[config.mk]
export PLATFORM = sky130hd
export DESIGN_NAME = blink_decoder
export DESIGN_NICKNAME = d
export VERILOG_FILES = /design/src/rtl/blink_decoder.sv
export SDC_FILE = /design/constraint.sdc
export NUM_CORES = 1
export LEC_CHECK = 0
export CAP_MARGIN = 20
export CELL_PAD_IN_SITES_DETAIL_PLACEMENT = 1
export CELL_PAD_IN_SITES_GLOBAL_PLACEMENT = 1
export CORE_ASPECT_RATIO = 0.75
export CORE_UTILIZATION = 40
export CTS_CLUSTER_DIAMETER = 80
export CTS_CLUSTER_SIZE = 28
export DETAILED_ROUTE_END_ITERATION = 10
export PLACE_DENSITY = 0.79
export SETUP_SLACK_MARGIN = 0.05
export SLEW_MARGIN = 20
export SYNTH_ARGS = -nofsm -noshare
export SYNTH_HDL_FRONTEND = slang
export SYNTH_SLANG_ARGS = --single-unit
export TNS_END_PERCENT = 10
[constraint.sdc]
create_clock -name system1000 -period 2.5 [get_ports system1000]
set_input_delay 0.5 -clock system1000 [delete_from_list [all_inputs] [get_ports system1000]]
set_output_delay 0.5 -clock system1000 [all_outputs]
set_load 0.02 [all_outputs]
[src/rtl/blink_decoder.sv]
// Receive side of a blinker link: recovers one pulse per toggle of s_i, measures the
// toggle-to-toggle period and flags a stall when toggles stop arriving.
module blink_decoder #(
    parameter int unsigned SYNC_STAGES = 2,
    parameter int unsigned CNT_W       = 16,
    parameter int unsigned TIMEOUT     = 1000,
    parameter int unsigned COUNT_W     = 16
) (
    input  logic               system1000,
    input  logic               system1000_rst,
    input  logic               s_i,
    output logic               pulse_o,
    output logic [CNT_W-1:0]   period_o,
    output logic               period_valid_o,
    output logic               stalled_o,
    output logic [COUNT_W-1:0] toggle_count_o
);

    typedef enum logic [1:0] {
        ST_IDLE,
        ST_ARMED,
        ST_TRACKING,
        ST_STALLED
    } state_t;

    localparam logic [CNT_W-1:0] LP_LAST = CNT_W'(TIMEOUT - 1);

    state_t             r_state;
    state_t             w_state_nxt;
    logic [CNT_W-1:0]   r_cnt;
    logic [CNT_W-1:0]   w_cnt_nxt;
    logic               r_s_prev;
    logic               r_pulse;
    logic [CNT_W-1:0]   r_period;
    logic               r_period_valid;
    logic               r_stalled;
    logic               w_stalled_nxt;
    logic [COUNT_W-1:0] r_toggle_count;
    logic               w_s_sync;
    logic               w_tog;
    logic               w_timeout;
    logic               w_capture;

    generate
        if (SYNC_STAGES == 0) begin : g_nosync
            assign w_s_sync = s_i;
        end else begin : g_sync
            logic [SYNC_STAGES-1:0] r_sync;
            always_ff @(posedge system1000) begin
                if (system1000_rst) begin
                    r_sync <= '0;
                end else begin
                    r_sync <= (r_sync << 1) | SYNC_STAGES'(s_i);
                end
            end
            assign w_s_sync = r_sync[SYNC_STAGES-1];
        end
    endgenerate

    assign w_tog     = w_s_sync ^ r_s_prev;
    assign w_timeout = (r_cnt == LP_LAST);

    // A toggle always wins over a coincident timeout, so an interval of exactly TIMEOUT is valid.
    always_comb begin
        w_state_nxt   = r_state;
        w_stalled_nxt = r_stalled;
        w_capture     = 1'b0;
        unique case (r_state)
            ST_IDLE: begin
                if (w_tog) w_state_nxt = ST_ARMED;
            end
            ST_ARMED, ST_TRACKING: begin
                if (w_tog) begin
                    w_state_nxt = ST_TRACKING;
                    w_capture   = 1'b1;
                end else if (w_timeout) begin
                    w_state_nxt   = ST_STALLED;
                    w_stalled_nxt = 1'b1;
                end
            end
            ST_STALLED: begin
                if (w_tog) begin
                    w_state_nxt   = ST_ARMED;
                    w_stalled_nxt = 1'b0;
                end
            end
            default: w_state_nxt = ST_IDLE;
        endcase
    end

    always_comb begin
        w_cnt_nxt = r_cnt;
        if (w_tog) begin
            w_cnt_nxt = '0;
        end else if ((r_state == ST_ARMED || r_state == ST_TRACKING) && !w_timeout) begin
            w_cnt_nxt = r_cnt + 1'b1;
        end
    end

    always_ff @(posedge system1000) begin
        if (system1000_rst) begin
            r_state        <= ST_IDLE;
            r_cnt          <= '0;
            r_s_prev       <= 1'b0;
            r_pulse        <= 1'b0;
            r_period       <= '0;
            r_period_valid <= 1'b0;
            r_stalled      <= 1'b0;
            r_toggle_count <= '0;
        end else begin
            r_state        <= w_state_nxt;
            r_cnt          <= w_cnt_nxt;
            r_s_prev       <= w_s_sync;
            r_pulse        <= w_tog;
            r_period_valid <= w_capture;
            r_stalled      <= w_stalled_nxt;
            if (w_capture) r_period <= r_cnt + 1'b1;
            if (w_tog) r_toggle_count <= r_toggle_count + 1'b1;
        end
    end

    assign pulse_o        = r_pulse;
    assign period_o       = r_period;
    assign period_valid_o = r_period_valid;
    assign stalled_o      = r_stalled;
    assign toggle_count_o = r_toggle_count;

endmodule

# Word-level counts from Yosys, hierarchy flattened
# Index checks and enable logic that the tools add are counted.
[op_classes]
addsub = 2
eq_ne = 9
muxes = 10
bitwise_logic = 2
reduce_logical = 10
[ops]
columns = ["operator", "count"]
rows = [
  ["$add 16x1->16 const B", 2],
  ["$eq 16x10->1 const B", 1],
  ["$mux 2", 3],
  ["$ne 2x2->1 const B", 3],
  ["$reduce_or 2->1", 3],
  ["$mux 1", 5],
  ["$eq 2x2->1 const B", 2],
  ["$pmux 2 s2", 1],
  ["$reduce_and 4->1", 1],
  ["$ne 3x3->1 const B", 1],
  ["$eq 2x1->1 const B", 1],
  ["$logic_not 2->1", 1],
  ["$ne 2x1->1 const B", 1],
  ["$or 2x1->2", 1],
  ["$pmux 1 s2", 1],
  ["$reduce_and 2->1", 1],
  ["$reduce_bool 2->1", 1],
  ["$logic_and 1x1->1", 1],
  ["$logic_not 1->1", 1],
  ["$logic_or 1x1->1", 1],
  ["$xor 1x1->1", 1],
]
[totals]
regBits = 56
inputBits = 3
output_inout_bits = 35
elab_cells = 42

# Longest topological paths before layout
# Gate-level depths: netlist (run 1).
[logic_depth]
ltp_word = 4
mapped_depth = 7
ltp_nobuf = 5

# Worst setup path before layout (run 1)
# OpenSTA, ideal clock, no wires.
[synth_path]
path_type = "register to register"
from = "register r_toggle_count[0], in the netlist toggle_count_o[0]"
to = "register r_toggle_count[14], in the netlist toggle_count_o[14]"
setup_ns = 0.070
arrival_ns = 1.750
setup_slack_ns = 0.680
stages_incl_launch_ff = 6
path_buffers = 0
period_less_slack_ns = 1.820
cell_sequence = "dfxtp_1 ha_1 nand2_1 or3_4 or4_1 a21oi_1"
[synth_between]
elab_chain_len = 1
[synth_lines]
columns = ["item", "line", "rtl"]
rows = [
  ["from (decl)", "38", "logic [COUNT_W-1:0] r_toggle_count;"],
  ["from (signal assigned)", "118", "if (w_tog) r_toggle_count <= r_toggle_count + 1'b1;"],
  ["$add 16x1->16", "118", ""],
]
# Every way passes these cells.
# A chain may end at the register's enable or synchronous reset.

# Worst setup path in the final report (run 1)
[layout_path]
from = "register r_cnt[0]"
to = "register r_cnt[11]"
[layout_between]
elab_chain_len = 3
word_cells_on_any_way = 4
cone_classes = "add/sub: 1; eq/ne: 1; reduce/logical: 2"
[layout_lines]
columns = ["item", "line", "rtl"]
rows = [
  ["from (decl)", "30", "logic [CNT_W-1:0] r_cnt;"],
  ["from (signal assigned)", "112", "r_cnt <= w_cnt_nxt;"],
  ["parallel branches: the longest is 3 deep, another holds $add 16x1->16", "n/a", ""],
]
# Several ways; the timed one is not identified.

==> flow_summary.toml, run 1 <==
[run_status]
status = "complete, no violations"

[routing]
via_count = 2321
wl_um = 6840
vias_per_cell = 5.66
wl_per_cell_um = 16.7
first_pass_iters = 4
drc = 0
ant_nets = 0
drtIter0Drc = 97

[synthesis]
synth_area_um2 = 2580
synth_edf_count = 0
muxShareOfSynthArea_pct = 0.388
synth_cells = 299
synth_top_area_share_pct = 43.5
synth_xor_area_share_pct = 9.84
synth_fp_nets = 305
synth-simple-area-share_pct = 26.7
synth_compound_area_share_pct = 13.5
synth_cell_types = 37
netlist_top_cells_area = "dfxtp_1 43%, xnor2_1 5.4%, nor2_1 5.4%"
ys_warn_count = 0
synth.avg_cell_area_um2 = 8.63
synthArstFlopShare_pct = 0
synth_top_family_by_area = "simple AND/OR/NAND/NOR gates"
ys_seq_elements = 56
synthFlopType = "dfxtp_1"
synthAdderAreaFrac_pct = 1.45
synth_top_area_cell = "dfxtp_1"
yosysSeqAreaShare_pct = 43.5

[critical_path]
path_cells = "ha_1 > nand4_1 > nor4_4 > o311ai_0 > o41ai_1"
path_max_fanout = 14
cpLargestDelayFamily = "simple AND/OR/NAND/NOR gates"
critPathLaunchType = "flop"
cpPeakStageDelay_ns = 0.57
worstPathRequired_ns = 2.70
path_buf_inv = 0
crit_path_end_kind = "flop"
worstSetupPathType = "flop to flop"
arrival_ns = 2.36
critPathSlowestCell = "nor4_4"

[pwr]
power.density_nw_per_um2 = 490
leakage_nw = 0.953
peakVddDrop_uv = 307

[grt]
met2_usage_pct = 31.6
use_met1_pct = 32.0
grt_pass1_wl_um = 11400
gr-total-overflow = 0
top_usage_layer = "met1"
grt_antenna_before_repair = 0
grt_pass1_vias = 2217
grt_max_degree = 33
grt_use_met3_pct = 4.78
grt_use_total_pct = 21.3

[timing]
finalSetupTns_ns = 0
tightest_slew_ns = 0.706
skew_ns = 0.0119
fmax_mhz = 463
finalCriticalPeriod_ns = 2.16
hold_viol_final = 0
setup_viol = 0
period_share_pct = 86.4
maxSlewViolCount = 0
slew_headroom_pct = 52.6
grt_setup_unrepaired = "no"

[layout]
layout-drive-gt1-share_pct = 6.93
fin_util_pct = 51.9
insertedDiodeCount = 0
nNetsFinal = 337
area_growth_pct = 20.8
final_cells = 410
final_area_um2 = 3120

[clock_network]
post_cts_buffers = 0
cts_hold_repair.buffers = 0
cts_tree = "built"
h-tree-depth = 2
cts_resized = 0
clk_latency_ns = 0.31
clkTransAtPathRegs_ns = 0.10
root_buffer = "clkbuf_8"
cts.sinks = 56
clockBufferDepth = 2
tritoncts.num_buffers = 5

[floorplanning]
row_count = 24
dieArea_um2 = 6780
io_pins = 38
initial_core_util_pct = 43.0
die_x_um = 94.7
fp.coreArea_um2 = 6010
die-height_um = 71.6

[placed_design]
place.gp.congestion = 0.893
io_buffers = 37
dp.final_hpwl_um = 5040
place_inst = 402
postPlaceCellArea_um2 = 3030

[min_path]
hp-class = "flop to flop"

[flow_run]
max_cap_viol_count = 0
## final cells by class
type	count	area (µm²)
inverter	5	18.8
sequential	56	1120
fill	729	2890
multi-input combinational	215	1340
clock buffer	7	76.3
clock inverter	1	8.76
tap	78	97.6
timing repair buffer	48	453
## cell usage after synthesis, types with 2 or more instances
| cell type | instances |
|---|---|
| a211oi_1 | 16 |
| a21oi_1 | 18 |
| and2_1 | 2 |
| and3_1 | 5 |
| buf_2 | 7 |
| clkbuf_1 | 14 |
| dfxtp_1 | 56 |
| ha_1 | 3 |
| inv_1 | 5 |
| nand2_1 | 12 |
| nand3_1 | 12 |
| nand4_1 | 16 |
| nor2_1 | 37 |
| nor2b_1 | 3 |
| nor3_1 | 12 |
| nor4_1 | 6 |
| o21ai_0 | 7 |
| o31ai_1 | 7 |
| o41ai_1 | 2 |
| or2_2 | 2 |
| or3_1 | 6 |
| or4_1 | 9 |
| xnor2_1 | 16 |
| xor2_1 | 13 |
## cells in the final DEF, fill, tap and decap left out, types with 2 or more instances in the layout
cell              n
o41ai_1           2
or2_2             2
nor3_1           12
clkdlybuf4s50_1  37
o21ai_0           7
and3_1            5
xnor2_1          16
nand4_1          16
clkbuf_1          2
ha_1              3
xor2_1           13
dfxtp_1          56
inv_1             5
nor4_1            6
nand2_1          12
a21oi_1          18
clkbuf_8          5
buf_4            11
and2_1            2
or3_1             6
nor2_1           36
nor2b_1           3
nand3_1          12
a211oi_1         16
or4_1             9
o31ai_1           7
## stage by stage
step	hold WS [ns]	setup slack (ns)	power (W)
6_report	0.462	0.339	0.00153
4_1_cts	0.460	0.327	0.00155
3_3_place_gp	0.419	0.462	0.00105
2_1_floorplan	0.414	0.680	0.00101
3_5_place_dp	0.438	0.364	0.00106
5_1_grt	0.489	0.166	0.00160
## kinds of logic after synthesis
kind of cell             after synthesis
multiplexers                           1
flip-flops                            56
buffers and inverters                 28
adder cells (fa/ha/maj)                3
AND/OR/NAND/NOR                      128
XOR/XNOR                              29
AO/OA/AOI/OAI                         54
## worst paths after layout
kind	startpoint	to	slack, ns	depth (start not counted)
max	r_cnt[0]	r_cnt[11]	0.34	5
min	g_sync.r_sync[0]	g_sync.r_sync[1]	0.46	1
max reg2reg	r_cnt[0]	r_cnt[11]	0.34	5
min reg2reg	g_sync.r_sync[0]	g_sync.r_sync[1]	0.46	1
## power breakdown
part / switching, W / total [W] / internal (W)
logic: 0.0000711 / 0.000116 / 0.0000447
registers: 0.0000124 / 0.000919 / 0.000907
clock network: 0.000289 / 0.000490 / 0.000201
## state kept, by name, indices dropped and copies added, names as in the netlist
signal and count:
period_valid_o 1, r_state 2, g_sync.r_sync 2, r_cnt 16
toggle_count_o 16, r_s_prev 1, pulse_o 1, period_o 16
stalled_o 1
## metal layers
| layer | wire [µm] | vias up |
|---|---|---|
| met4 | 29 | 0 |
| met5 | 0 | - |
| met3 | 291 | 5 |
| met1 | 3560 | 1125 |
| li1 | - | 1149 |
| met2 | 2960 | 42 |
Note: power is estimated with default switching activity, not from simulation.
==> run 2, diff against run 1 <==
--- a/config.mk
+++ b/config.mk
@@ -10,9 +10,10 @@
 export CELL_PAD_IN_SITES_GLOBAL_PLACEMENT = 1
 export CORE_ASPECT_RATIO = 0.75
-export CORE_UTILIZATION = 40
+export CORE_UTILIZATION = 47
 export CTS_CLUSTER_DIAMETER = 80
 export CTS_CLUSTER_SIZE = 28
 export DETAILED_ROUTE_END_ITERATION = 10
-export PLACE_DENSITY = 0.79
+export DONT_BUFFER_PORTS = 1
+export PLACE_DENSITY = 0.8
 export SETUP_SLACK_MARGIN = 0.05
 export SLEW_MARGIN = 20
==> constraint.sdc (replaced) <==
create_clock -name system1000 -period 2.5 [get_ports system1000]
set_input_delay 0.5 -clock system1000 [delete_from_list [all_inputs] [get_ports system1000]]
set_output_delay 0.5 -clock system1000 [all_outputs]
set_load 0.1 [all_outputs]
==> run 2 against run 1 <==
Net effect: wire length is 4.8% higher; worst hold slack worse by 0.22 ns; clock skew is 0.0014 ns higher.
==> flow_summary.toml, run 2 (same netlist as run 1, synthesis figures left out) <==
[routing]
vias_per_cell = 5.76
ant_nets = 0
drc = 0
first_pass_iters = 4
wl_um = 7170
via_count = 2304
drtIter0Drc = 145
wl_per_cell_um = 17.9

[critical_path]
critPathSlowestCell = "nor4_4"
ff2ff_path_depth = 5
worstSetupPathType = "flop to flop"
crit_path_end_kind = "flop"
cpPeakStageDelay_ns = 0.54
worstPathRequired_ns = 2.72
path_max_fanout = 14
critPathLaunchType = "flop"
arrival_ns = 2.41
path_cells = "ha_1 > nand4_1 > nor4_4 > a21oi_1 > a311oi_1"

[layout]
layout_common_cells = "54 x dfxtp_1, 44 x buf_4, 36 x nor2_1"
num-fill-cells = 604
insertedDiodeCount = 0
nNetsFinal = 333
layout-drive-gt1-share_pct = 18.3
area_growth_pct = 17.8
layout_commonest_cell = "dfxtp_1"

[clock_network]
cts_hold_repair.buffers = 0
cts_resized = 0
h-tree-depth = 2
root_buffer = "clkbuf_8"
tritoncts.num_buffers = 5
clk_latency_ns = 0.32
clockBufferDepth = 2
clkTransAtPathRegs_ns = 0.11
cts.sinks = 56
post_cts_buffers = 0
cts_tree = "built"

[grt]
grt_max_degree = 44
grt_antenna_before_repair = 0
grt_use_total_pct = 26.2
gr-total-overflow = 0
grt_pass1_wl_um = 11500
grt_pass1_vias = 2231

[timing]
worst_hold_slack_ns = 0.241
grt_setup_unrepaired = "no"
slew_headroom_pct = 33.8
finalSetupTns_ns = 0
period_share_pct = 87.6
fmax_mhz = 457
skew_ns = 0.0133
tightest_slew_ns = 0.991
hold_viol_final = 0
maxSlewViolCount = 0
setup_viol = 0
finalCriticalPeriod_ns = 2.19

[placed_design]
io_buffers = 0
dp.final_hpwl_um = 4910
place.gp.congestion = 0.907

[pwr]
p_int_w = 0.00135
leakage_nw = 1.03
power.density_nw_per_um2 = 591
peakVddDrop_uv = 286
p_switching_w = 0.000449
pwr-share-seq_pct = 51.1
swShare_pct = 25.0
comb_power_share_pct = 9.2
p_clk_share_pct = 39.7

[run_status]
status = "complete, no violations"

[floorplanning]
dieArea_um2 = 5790
row_count = 22
die_x_um = 87.6
die-height_um = 66.2
initial_core_util_pct = 50.7
io_pins = 38
fp.coreArea_um2 = 5090

[min_path]
min_path_cells = 1
hp-class = "input port to flop"

[flow_run]
max_cap_viol_count = 0
-- run 2: final timing paths --
| path | startpoint | endpoint | slack, ns |
|---|---|---|---|
| setup reg to reg | r_cnt[0] | stalled_o | 0.31 |
| hold reg to reg | g_sync.r_sync[0] | g_sync.r_sync[1] | 0.45 |
| setup / recovery | r_cnt[0] | stalled_o | 0.31 |
| hold / removal | system1000_rst | toggle_count_o[15] | 0.24 |
-- run 2: final cells by class --
cell class	instances	area, µm²	area share (%)
Sequential cell	56	1120	37.0
Timing Repair Buffer	44	330	10.9
Multi-Input combinational cell	215	1340	44.1
Clock buffer	5	68.8	2.26
Tap cell	72	90.1	2.96
Inverter	5	18.8	0.617
Clock inverter	3	68.8	2.26
-- run 2: layer usage --
layer  wire (µm)  share of wire (%)  track usage (%)  vias up
li1            -                  -                -     1131
met1        3490                 49             37.9     1114
met2        3310                 46             41.3       54
met3         329                4.6             3.87        5
met4          46               0.64             5.33        0
met5           0                  0                0        -
-- run 2: critical path: cells and delay by family (launching register included) --
family	cells	cell delay, ns
simple gates	2	0.73
flops	1	0.53
fa+ha+maj	1	0.41
compound gates	2	0.44
-- run 2: metrics by stage --
step                worst slack, ns  cells  util [%]  cell area, µm²  power (W)
floorplan                     0.130    299         -            2580    0.00107
global placement              0.513    392      57.0            2900    0.00110
detailed placement            0.453    392      57.0            2900    0.00110
CTS                           0.321    400      59.7            3040    0.00181
global route                  0.115    400      59.7            3040    0.00185
finish                        0.310    400      59.7            3040    0.00180
-- run 2: power by group through the flow --
stage | logic, W | clock network (W) | registers, W
after floorplan | 0.0000567 | 0 | 0.00101
after global placement | 0.000159 | 0 | 0.000938
after detailed placement | 0.000163 | 0 | 0.000939
after CTS | 0.000166 | 0.000730 | 0.000919
after global routing | 0.000174 | 0.000757 | 0.000921
final | 0.000165 | 0.000714 | 0.000919
==> run 3, diff against run 2 <==
==> constraint.sdc (replaced) <==
create_clock -name system1000 -period 2.5 [get_ports system1000]
set_input_delay 0.5 -clock system1000 [delete_from_list [all_inputs] [get_ports system1000]]
set_output_delay 0.5 -clock system1000 [all_outputs]
set_load 0.05 [all_outputs]
==> run 3 against run 2 <==
Net effect: maximum frequency fell by 1.8%; critical path depth did not move; total power fell by 14%; combinational power fell by 49%; clock power fell by 29%; clock-buffer cell count did not move; register-to-register slack got worse by 0.04 ns; clock skew barely moved; non-clock buffer count fell by 23; first-iteration DRC count fell by 19%; sequential cell count did not move; cell area fell by 7.3%; largest cell class unchanged; highest routed layer unchanged.
==> flow_summary.toml, run 3 (same netlist as run 1, synthesis figures left out) <==
[clock_network]
tritoncts.num_buffers = 5
clockBufferDepth = 2
cts_tree = "built"
post_cts_buffers = 0
root_buffer = "clkbuf_8"
cts_resized = 0
cts_hold_repair.buffers = 0
cts.sinks = 56
h-tree-depth = 2
clk_latency_ns = 0.32
clkTransAtPathRegs_ns = 0.11

[placed_design]
dpl_worst_slack_ns = 0.351
place.gp.congestion = 0.911
io_buffers = 0
dp.final_hpwl_um = 4720

[pwr]
leakage_nw = 0.884
peakVddDrop_uv = 306
power.density_nw_per_um2 = 546

[routing]
wl_per_cell_um = 17.6
drtIter0Drc = 117
ant_nets = 0
via_count = 2206
first_pass_iters = 4
vias_per_cell = 5.85
drc = 0
wl_um = 6650

[timing]
period_share_pct = 89.2
tightest_slew_ns = 0.700
skew_ns = 0.0136
fin_ws_ns = 0.269
setup_viol = 0
slew_headroom_pct = 53.0
hold_viol_final = 0
grt_setup_unrepaired = "no"
finalCriticalPeriod_ns = 2.23
maxSlewViolCount = 0
finalSetupTns_ns = 0
fmax_mhz = 448

[grt]
grt_antenna_before_repair = 0
grt_max_degree = 44
grt_pass1_vias = 2141
grt_pass1_wl_um = 10800
grt_use_total_pct = 24.5
gr-total-overflow = 0

[floorplanning]
dieArea_um2 = 5790
initial_core_util_pct = 50.7
row_count = 22
fp.coreArea_um2 = 5090
io_pins = 38
die-height_um = 66.2
die_x_um = 87.6

[critical_path]
worstSetupPathType = "flop to flop"
critPathLaunchType = "flop"
worstPathRequired_ns = 2.72
arrival_ns = 2.45
crit_path_end_kind = "flop"
path_max_fanout = 14

[layout]
insertedDiodeCount = 0
layout_common_cells = "56 x dfxtp_1, 36 x nor2_1, 21 x buf_4"
seqCellArea_um2 = 1120
num-fill-cells = 615
fin_util_pct = 55.3
layout_commonest_cell = "dfxtp_1"
area_growth_pct = 9.21
layout-drive-gt1-share_pct = 11.5
multi_input_comb_area_um2 = 1340
nNetsFinal = 310

[min_path]
hp-class = "input port to flop"

[run_status]
status = "complete, no violations"

[flow_run]
max_cap_viol_count = 0
run 3: cell count changes in the layout (fill, tap and decap cells not counted):
cell	previous run	this run
clkinvlp_4	0	1
bufinv_16	2	0
buf_4	44	21
clkinv_2	0	1
dfxtp_2	2	0
dfxtp_1	54	56
run 3: metal layers:
layer | up-vias | global-route usage (%) | routed length [µm]
li1 | 1088 | - | -
met1 | 1061 | 35.1 | 3290
met2 | 53 | 37.9 | 2910
met3 | 4 | 4.87 | 410
met4 | 0 | 5.74 | 39
met5 | - | 0 | 0
run 3: layout make-up:
class / instances / share of cell area (%)
tap: 72 / 3.20
clock inverter: 3 / 0.755
timing repair buffer: 21 / 5.60
clock buffer: 5 / 2.44
sequential: 56 / 39.8
inverter: 5 / 0.666
multi-input combinational: 215 / 47.6
run 3: worst paths after layout:
path                        end             start  slack (ns)  cells after the start
max reg2reg           stalled_o          r_cnt[0]        0.27                      5
min          toggle_count_o[13]    system1000_rst        0.24                      1
max                   stalled_o          r_cnt[0]        0.27                      5
min reg2reg    g_sync.r_sync[1]  g_sync.r_sync[0]        0.45                      1
run 3: power by group:
group           total, W  switching, W  leakage (nW)  internal (W)
clock network   0.000506      0.000306        0.0445      0.000200
logic          0.0000839     0.0000546         0.387     0.0000293
registers       0.000949     0.0000423         0.453      0.000907
total            0.00154      0.000403         0.884       0.00114
run 3: critical path, cell delays in order (launching register included):
cell      delay (ns)
dfxtp_1         0.52
ha_1            0.42
nand4_1         0.19
nor4_4          0.56
a21oi_1         0.15
a311oi_1        0.28
run 3: metrics by stage:
stage | std cells | hold WS [ns] | total power, W | area (µm²)
2_1_floorplan | 299 | 0.414 | 0.00103 | 2580
3_3_place_gp | 369 | 0.419 | 0.00105 | 2730
3_5_place_dp | 369 | 0.432 | 0.00105 | 2730
4_1_cts | 377 | 0.231 | 0.00155 | 2820
5_1_grt | 377 | 0.213 | 0.00161 | 2820
6_report | 377 | 0.237 | 0.00154 | 2820
